===== src/rtl/decode_ctrl.sv =====
`default_nettype none
// ============================================================================
// Module   : decode_ctrl
// Purpose  : RV32I decode-stage controller. Two-entry stage buffer (head plus
//            skid) between fetch and EX valid/ready handshakes, with opcode
//            decode of the head entry into imm_op and the EX control bundle,
//            and a branch-redirect flush.
// Options  : DECODE_ILLEGAL_TRAP_EN - when defined, out_illegal flags a valid
//            head whose opcode is not a recognised RV32I major opcode.
// Revision : 1.0 - initial release
// ============================================================================
module decode_ctrl #(
  parameter int PC_W = 32
) (
  input  logic            clk,
  input  logic            rst_n,
  input  logic            in_valid,
  output logic            in_ready,
  input  logic [31:0]     in_instr,
  input  logic [PC_W-1:0] in_pc,
  input  logic            flush,
  output logic            out_valid,
  input  logic            out_ready,
  output logic [31:0]     out_instr,
  output logic [PC_W-1:0] out_pc,
  output logic [2:0]      imm_op,
  output logic            reg_write,
  output logic            mem_read,
  output logic            mem_write,
  output logic            branch,
  output logic            jump,
  output logic            alu_src,
  output logic            alu_a_pc,
  output logic [1:0]      wb_sel,
  output logic            out_illegal
);

  typedef enum logic [1:0] {
    EMPTY = 2'd0,
    ONE   = 2'd1,
    TWO   = 2'd2
  } state_t;

  state_t          state_q, state_d;
  logic            out_valid_q, out_valid_d;
  logic [31:0]     head_instr_q, head_instr_d;
  logic [31:0]     skid_instr_q, skid_instr_d;
  logic [PC_W-1:0] head_pc_q, head_pc_d;
  logic [PC_W-1:0] skid_pc_q, skid_pc_d;

  logic push;
  logic pop;

  // Ready depends on occupancy only, so fetch never sees EX back-pressure combinationally.
  assign in_ready  = (state_q != TWO) & rst_n;
  assign push      = in_valid & in_ready & ~flush;
  assign pop       = out_valid_q & out_ready;

  assign out_valid = out_valid_q;
  assign out_instr = head_instr_q;
  assign out_pc    = head_pc_q;

  // Buffer next-state: fill head first, overflow into skid, skid shifts to head on pop.
  always_comb begin
    state_d      = state_q;
    head_instr_d = head_instr_q;
    head_pc_d    = head_pc_q;
    skid_instr_d = skid_instr_q;
    skid_pc_d    = skid_pc_q;
    case (state_q)
      EMPTY: begin
        if (push) begin
          state_d      = ONE;
          head_instr_d = in_instr;
          head_pc_d    = in_pc;
        end
      end
      ONE: begin
        if (push && pop) begin
          head_instr_d = in_instr;
          head_pc_d    = in_pc;
        end else if (push) begin
          state_d      = TWO;
          skid_instr_d = in_instr;
          skid_pc_d    = in_pc;
        end else if (pop) begin
          state_d      = EMPTY;
        end
      end
      TWO: begin
        if (pop) begin
          state_d      = ONE;
          head_instr_d = skid_instr_q;
          head_pc_d    = skid_pc_q;
        end
      end
      default: state_d = EMPTY;
    endcase
    // A redirect discards everything; a pop in the same cycle has already completed.
    if (flush) begin
      state_d = EMPTY;
    end
    out_valid_d = (state_d != EMPTY);
  end

  // State and entry registers; reset clears both entries immediately.
  always_ff @(posedge clk or negedge rst_n) begin
    if (!rst_n) begin
      state_q      <= EMPTY;
      out_valid_q  <= 1'b0;
      head_instr_q <= '0;
      head_pc_q    <= '0;
      skid_instr_q <= '0;
      skid_pc_q    <= '0;
    end else begin
      state_q      <= state_d;
      out_valid_q  <= out_valid_d;
      head_instr_q <= head_instr_d;
      head_pc_q    <= head_pc_d;
      skid_instr_q <= skid_instr_d;
      skid_pc_q    <= skid_pc_d;
    end
  end

  // Head decode; everything stays 0 while the stage holds no valid entry.
  always_comb begin
    imm_op      = 3'b000;
    reg_write   = 1'b0;
    mem_read    = 1'b0;
    mem_write   = 1'b0;
    branch      = 1'b0;
    jump        = 1'b0;
    alu_src     = 1'b0;
    alu_a_pc    = 1'b0;
    wb_sel      = 2'b00;
    out_illegal = 1'b0;
    if (out_valid_q) begin
      case (head_instr_q[6:0])
        7'b0110111: begin // LUI
          imm_op = 3'b100; reg_write = 1'b1; wb_sel = 2'b11;
        end
        7'b0010111: begin // AUIPC
          imm_op = 3'b100; reg_write = 1'b1; alu_src = 1'b1; alu_a_pc = 1'b1;
        end
        7'b1101111: begin // JAL
          imm_op = 3'b101; reg_write = 1'b1; jump = 1'b1; alu_src = 1'b1;
          alu_a_pc = 1'b1; wb_sel = 2'b10;
        end
        7'b1100111: begin // JALR
          imm_op = 3'b001; reg_write = 1'b1; jump = 1'b1; alu_src = 1'b1;
          wb_sel = 2'b10;
        end
        7'b1100011: begin // BRANCH
          imm_op = 3'b011; branch = 1'b1; alu_a_pc = 1'b1;
        end
        7'b0000011: begin // LOAD
          imm_op = 3'b001; reg_write = 1'b1; mem_read = 1'b1; alu_src = 1'b1;
          wb_sel = 2'b01;
        end
        7'b0100011: begin // STORE
          imm_op = 3'b010; mem_write = 1'b1; alu_src = 1'b1;
        end
        7'b0010011: begin // OP-IMM
          imm_op = 3'b001; reg_write = 1'b1; alu_src = 1'b1;
        end
        7'b0110011: begin // OP
          reg_write = 1'b1;
        end
        7'b0001111: begin // FENCE: no controls
        end
        7'b1110011: begin // SYSTEM: I-format immediate only
          imm_op = 3'b001;
        end
        default: begin
          // Unknown opcodes (including compressed encodings) decode as NOP.
`ifdef DECODE_ILLEGAL_TRAP_EN
          out_illegal = 1'b1;
`endif
        end
      endcase
    end
  end

endmodule
`default_nettype wire

===== config.mk =====
export PLATFORM = sky130hd
export DESIGN_NAME = decode_ctrl
export DESIGN_NICKNAME = d
export VERILOG_FILES = /design/src/rtl/decode_ctrl.sv
export SDC_FILE = /design/constraint.sdc
export NUM_CORES = 1
export LEC_CHECK = 0
export ABC_AREA = 1
export CAP_MARGIN = 10
export CORE_MARGIN = 2
export CORE_UTILIZATION = 50
export DETAILED_ROUTE_END_ITERATION = 8
export GPL_ROUTABILITY_DRIVEN = 0
export HOLD_SLACK_MARGIN = 0.02
export PLACE_DENSITY = 0.81
export SLEW_MARGIN = 20
export SYNTH_ARGS = -nofsm -noshare
export SYNTH_HDL_FRONTEND = slang
export SYNTH_SLANG_ARGS = --single-unit

===== constraint.sdc =====
create_clock -name clk -period 1.55 [get_ports clk]
set_input_delay 0.31 -clock clk [delete_from_list [all_inputs] [get_ports clk]]
set_output_delay 0.31 -clock clk [all_outputs]
set_load 0.01 [all_outputs]

After elaboration in Yosys (flattened, before gate mapping)
Cells that the tools add are included.
Cells by class
  equality and inequality tests: 16
  muxes and demuxes: 33
  reduce and logical (&&, ||, !) cells: 12
  bitwise logic cells: 6
Operators with widths (count)
  $mux 32: 6
  $pmux 32 s3: 2
  $eq 7x7->1 const B: 4
  $eq 7x6->1 const B: 3
  $pmux 3 s5: 1
  $eq 7x5->1 const B: 2
  $mux 1: 14
  $mux 2: 7
  $pmux 2 s3: 2
  $ne 2x2->1 const B: 4
  $eq 7x2->1 const B: 1
  $reduce_or 7->1: 1
  $reduce_or 6->1: 1
  $and 1x1->1: 4
  $reduce_and 4->1: 1
  $reduce_or 2->1: 2
  $reduce_or 4->1: 1
  $mux 3: 1
  $reduce_and 3->1: 1
  $reduce_bool 3->1: 1
  $reduce_or 3->1: 1
  $eq 2x1->1 const B: 1
  $eq 2x2->1 const B: 1
  $logic_not 2->1: 1
  other kinds (3): 4
Storage, ports and cells
  output and inout bits: 79
  register bits after elaboration: 131

Depth between registers and ports, before layout
Gate-level depths: netlist of run 1.
  depth in word-level cells: 9
  gate-level depth with buffers: 9
  depth with buffers taken out: 9

Least setup slack after synthesis of run 1
OpenSTA, ideal clock, no wires.
  path type: flip-flop to output port
  from: register head_instr_q[3] (netlist: out_instr[3])
  to: output imm_op[0]
  stages on the path, launching flop included: 8
  data arrival time: 1.224 ns
  path slack: 0.016 ns
  buffers on the path: 0
  path through: dfrtp_1 -> inv_1 -> nand2_1 -> nor2_1 -> nand2_1 -> o21ai_0 -> nor2_1 -> nor2_1
Between the ends
  longest elaborated chain between the ends: 4
RTL lines
  start: declaration: line 46  | logic [31:0] head_instr_q, head_instr_d;
  start signal: assignment: line 118  | head_instr_q <= head_instr_d;
  $eq 7x2->1, or another cell as far along: line 138  | case (head_instr_q[6:0])
  $reduce_or 4->1 (no line) or $reduce_or 2->1 (tied branches)
  $pmux 3 s5 *: line 138
  $mux 3 *: line 137  | if (out_valid_q) begin
  end: declaration: line 26  | output logic [2:0] imm_op,
Every way passes the cells marked *; elsewhere a longest branch is shown, timed or not.

Worst setup path in the final report of run 1
  from: register head_instr_q[3] (netlist: out_instr[3])
  to: output imm_op[2]
Same word-level chain as after synthesis.

==> key figures, run 1 <==
Critical path
  – Worst path required time: 1.24 ns
  – Worst Setup End Kind: output pin
  – Critical path, cell by cell: buf_4 > nand2_1 > nor2_1 > nand2_1 > o21ai_2 > nand2_1 > nand2_1 > buf_2
  – Worst r2r dst: out_instr[31]$_DFFE_PN0P_
  – Most used cell, CP: nand2_1
  – Worst Setup EP: imm_op[2]
  – Slowest stage delay, CP: 0.36 ns
  – Flop2flop setup slack: 0.04 ns
  – Maximum net fanout on the critical path: 4
  – Crit path from: out_instr[3]$_DFFE_PN0P_
  – Crit path DAT: 1.63 ns
  – FF-to-FF Start: state_q[1]$_DFF_PN0_
  – Worst reg-to-reg path cell count: 10
  – CP Launch Type: flip-flop
  – Critical-path top delay cell: dfrtp_1
  – WS Path Type: reg -> out

Logic synthesis
  – Top-count cell post-synth: nand2_1
  – Unique masters post-synth: 22
  – Sequential fraction of the synthesis area: 0.548
  – Mapped Nets: 839
  – Synth area leaders: dfrtp_1 55%, nand2_1 22%, o21ai_1 5.8%, o21ai_0 5.1%, inv_1 5.0%
  – Synthesized cell area: 5980 um2
  – Syn_area_per_cell: 7.77 um2
  – Most frequent cells after synthesis: 343 x nand2_1, 131 x dfrtp_1, 79 x inv_1
  – Synthesis warning total: 0
  – Top FF cell, synth: dfrtp_1
  – Number of flops mapped to enable cells by yosys: 0
  – Area leader, netlist: dfrtp_1
  – Mapped Cells: 770
  – Post-synth ARST share: 1.00
  – Synth top area share: 0.548
  – Synth Register Bits: 131

Routing
  – Remaining antenna violation count: 0
  – Pre-antenna DRT Iters: 5
  – Initial DRC Count: 434
  – Vias post-DR: 5706
  – Routed length per instance: 15.3 um
  – Vias per Instance: 5.13
  – DRC viols: 0
  – Post-Route WL: 17000 um

Floorplanning
  – Placeable Area: 11600 um2
  – Die H: 113 um
  – Initial Util: 0.517
  – Top Ports: 148
  – Number of core rows: 39
  – Die X: 113 um
  – Die area: 12900 um2

STA
  – Final max-slew violation count: 0
  – RSZ-0062 raised after global routing: true
  – Fmax: 0.516 GHz
  – Final period utilization: 1.25
  – Slew at the pin with the worst max-slew slack: 0.686 ns
  – Hold slack: 0.0210 ns
  – Max_slew headroom: 0.543
  – Min Tclk post-route: 1.94 ns
  – Clock skew: 0.00506 ns
  – Setup violations, final: 14
  – Worst Setup Slack, final: -0.386 ns
  – Final hold violation count: 0

Global route
  – Global route total overflow: 0
  – Global-route wire length before repair: 25200 um
  – Vias in the first global route: 5329
  – Initial antenna violation count: 0
  – GRT Util Overall: 0.248
  – Pin count of the biggest net entering global routing: 132

Power and ir drop
  – Maximum VDD drop: 0.969 mV
  – Power per cell area: 1280 nW/um2
  – LEAKAGE: 0.00464 uW
  – Pwr Total: 11300 uW

Status
  – Failing checks: negative setup slack
  – Status: complete, but fails checks

Clocking
  – Root Buffer Master: clkbuf_16
  – H-tree depth: 4
  – Hold buffer count at cts: 0
  – CTS tree: yes
  – Worst skew pair latency: 0.41 ns
  – Clk buf depth: 2
  – Clock sink count: 131
  – Clk slew on worst S/H paths: 0.06 ns
  – Cts bufs inserted: 17

Final layout
  – Layout area overhead: 47.4%
  – Layout cells sized above 1: 0.159
  – Final net count: 1025
  – # diodes: 0

Placed design
  – IO Port Bufs: 146
  – HPWL after DPL: 8990 um

Job
  – Max Cap Viol: 0

Hold path
  – Hold Crit Class: in -> async
## report_power, final
part | total, uW | switching, uW | internal [uW]
Clock | 3890 | 1450 | 2430
Sequential | 4740 | 491 | 4250
Combinational | 2630 | 1330 | 1300
Total | 11300 | 3270 | 7980
## per-stage QoR
step	setup slack [ns]	instances	TNS, ns	instance area [um2]	utilization
6_report	-0.386	1112	-3.94	8820	0.763
5_1_grt	-0.498	1112	-5.16	8820	0.763
4_1_cts	-0.327	1095	-3.18	8420	0.728
3_5_place_dp	-0.383	1058	-23.30	7820	0.676
3_3_place_gp	-0.328	1058	-21.23	7820	0.676
2_1_floorplan	0.0160	770	0	5980	-
## worst min-delay path by stage
stage                               from                         to  slack (ns)  cells past startpoint
3_5_place_dp       out_pc[3]$_DFFE_PN0P_      out_pc[3]$_DFFE_PN0P_        0.46                      2
5_1_grt                            rst_n  skid_pc_q[30]$_DFFE_PN0P_        0.08                      2
4_1_cts                            rst_n  out_instr[24]$_DFFE_PN0P_        0.06                      2
6_report                           rst_n  skid_pc_q[30]$_DFFE_PN0P_        0.02                      2
3_3_place_gp   out_instr[11]$_DFFE_PN0P_  out_instr[11]$_DFFE_PN0P_        0.46                      2
2_1_floorplan                      rst_n   out_instr[0]$_DFFE_PN0P_        0.01                      0
## worst max-delay path: cells and delay by family, from the launching register on
| kind | cells | cell delay, ns |
|---|---|---|
| buf+inv | 2 | 0.27 |
| flops | 1 | 0.36 |
| simple gates | 5 | 0.48 |
| compound gates | 1 | 0.10 |
## repair_timing
item | 4_1_cts | 5_1_grt
gates resized for setup | 169 | 29
pin swaps | 8 | 8
cloned | 1 | 10
setup endpoints to repair | 138 | 72
setup buffers | 4 | 9
## layout make-up
type	instances	area, um2
fillers	820	2740
flip-flops and latches	131	3280
repair buffers	209	2180
clock buffers	22	464
inverters	81	304
well taps	143	179
multi-input cells	516	2310
clock inverters	10	108
## sequential cells by signal (all words and copies together) (netlist names)
register / flops
state_q: 2
out_instr: 32
skid_pc_q: 32
out_valid: 1
skid_instr_q: 32
out_pc: 32
## layer usage
| layer | track usage | wire [um] | vias to the layer above |
|---|---|---|---|
| met5 | 0 | 0 | - |
| met4 | 0.0911 | 354 | 0 |
| met3 | 0.0595 | 1260 | 32 |
| met2 | 0.407 | 8410 | 244 |
| met1 | 0.323 | 7010 | 2677 |
| li1 | - | - | 2753 |
## cell usage in the layout (no fill, tap or decap), drive strengths merged, types with 8 or more instances in the layout
master	netlist	routed
nand2	344	344
dfrtp	131	131
o21ai	130	130
inv	81	81
buf	34	70
clkdlybuf4s50	0	67
dlygate4sd2	0	58
clkbuf	8	33
nor2	21	21
nand3	9	9
a21oi	8	8
## kinds of logic (layout without fill, tap and decap cells)
| logic type | Yosys count | after routing | synth area share |
|---|---|---|---|
| and+or+nand+nor | 377 | 377 | 0.242 |
| AOI/OAI and AO/OA | 138 | 138 | 0.118 |
| DFF | 131 | 131 | 0.548 |
| buffers and inverters | 123 | 322 | 0.0916 |
| other | 1 | 1 | 0.000627 |
Power figures use the tool's default switching activity.
==> inputs of run 2 (changes only) <==
GPL_ROUTABILITY_DRIVEN = not set   (was 0)
==> results of run 2 <==
Same layout as run 1: the final DEF is identical, and so are final timing and power.
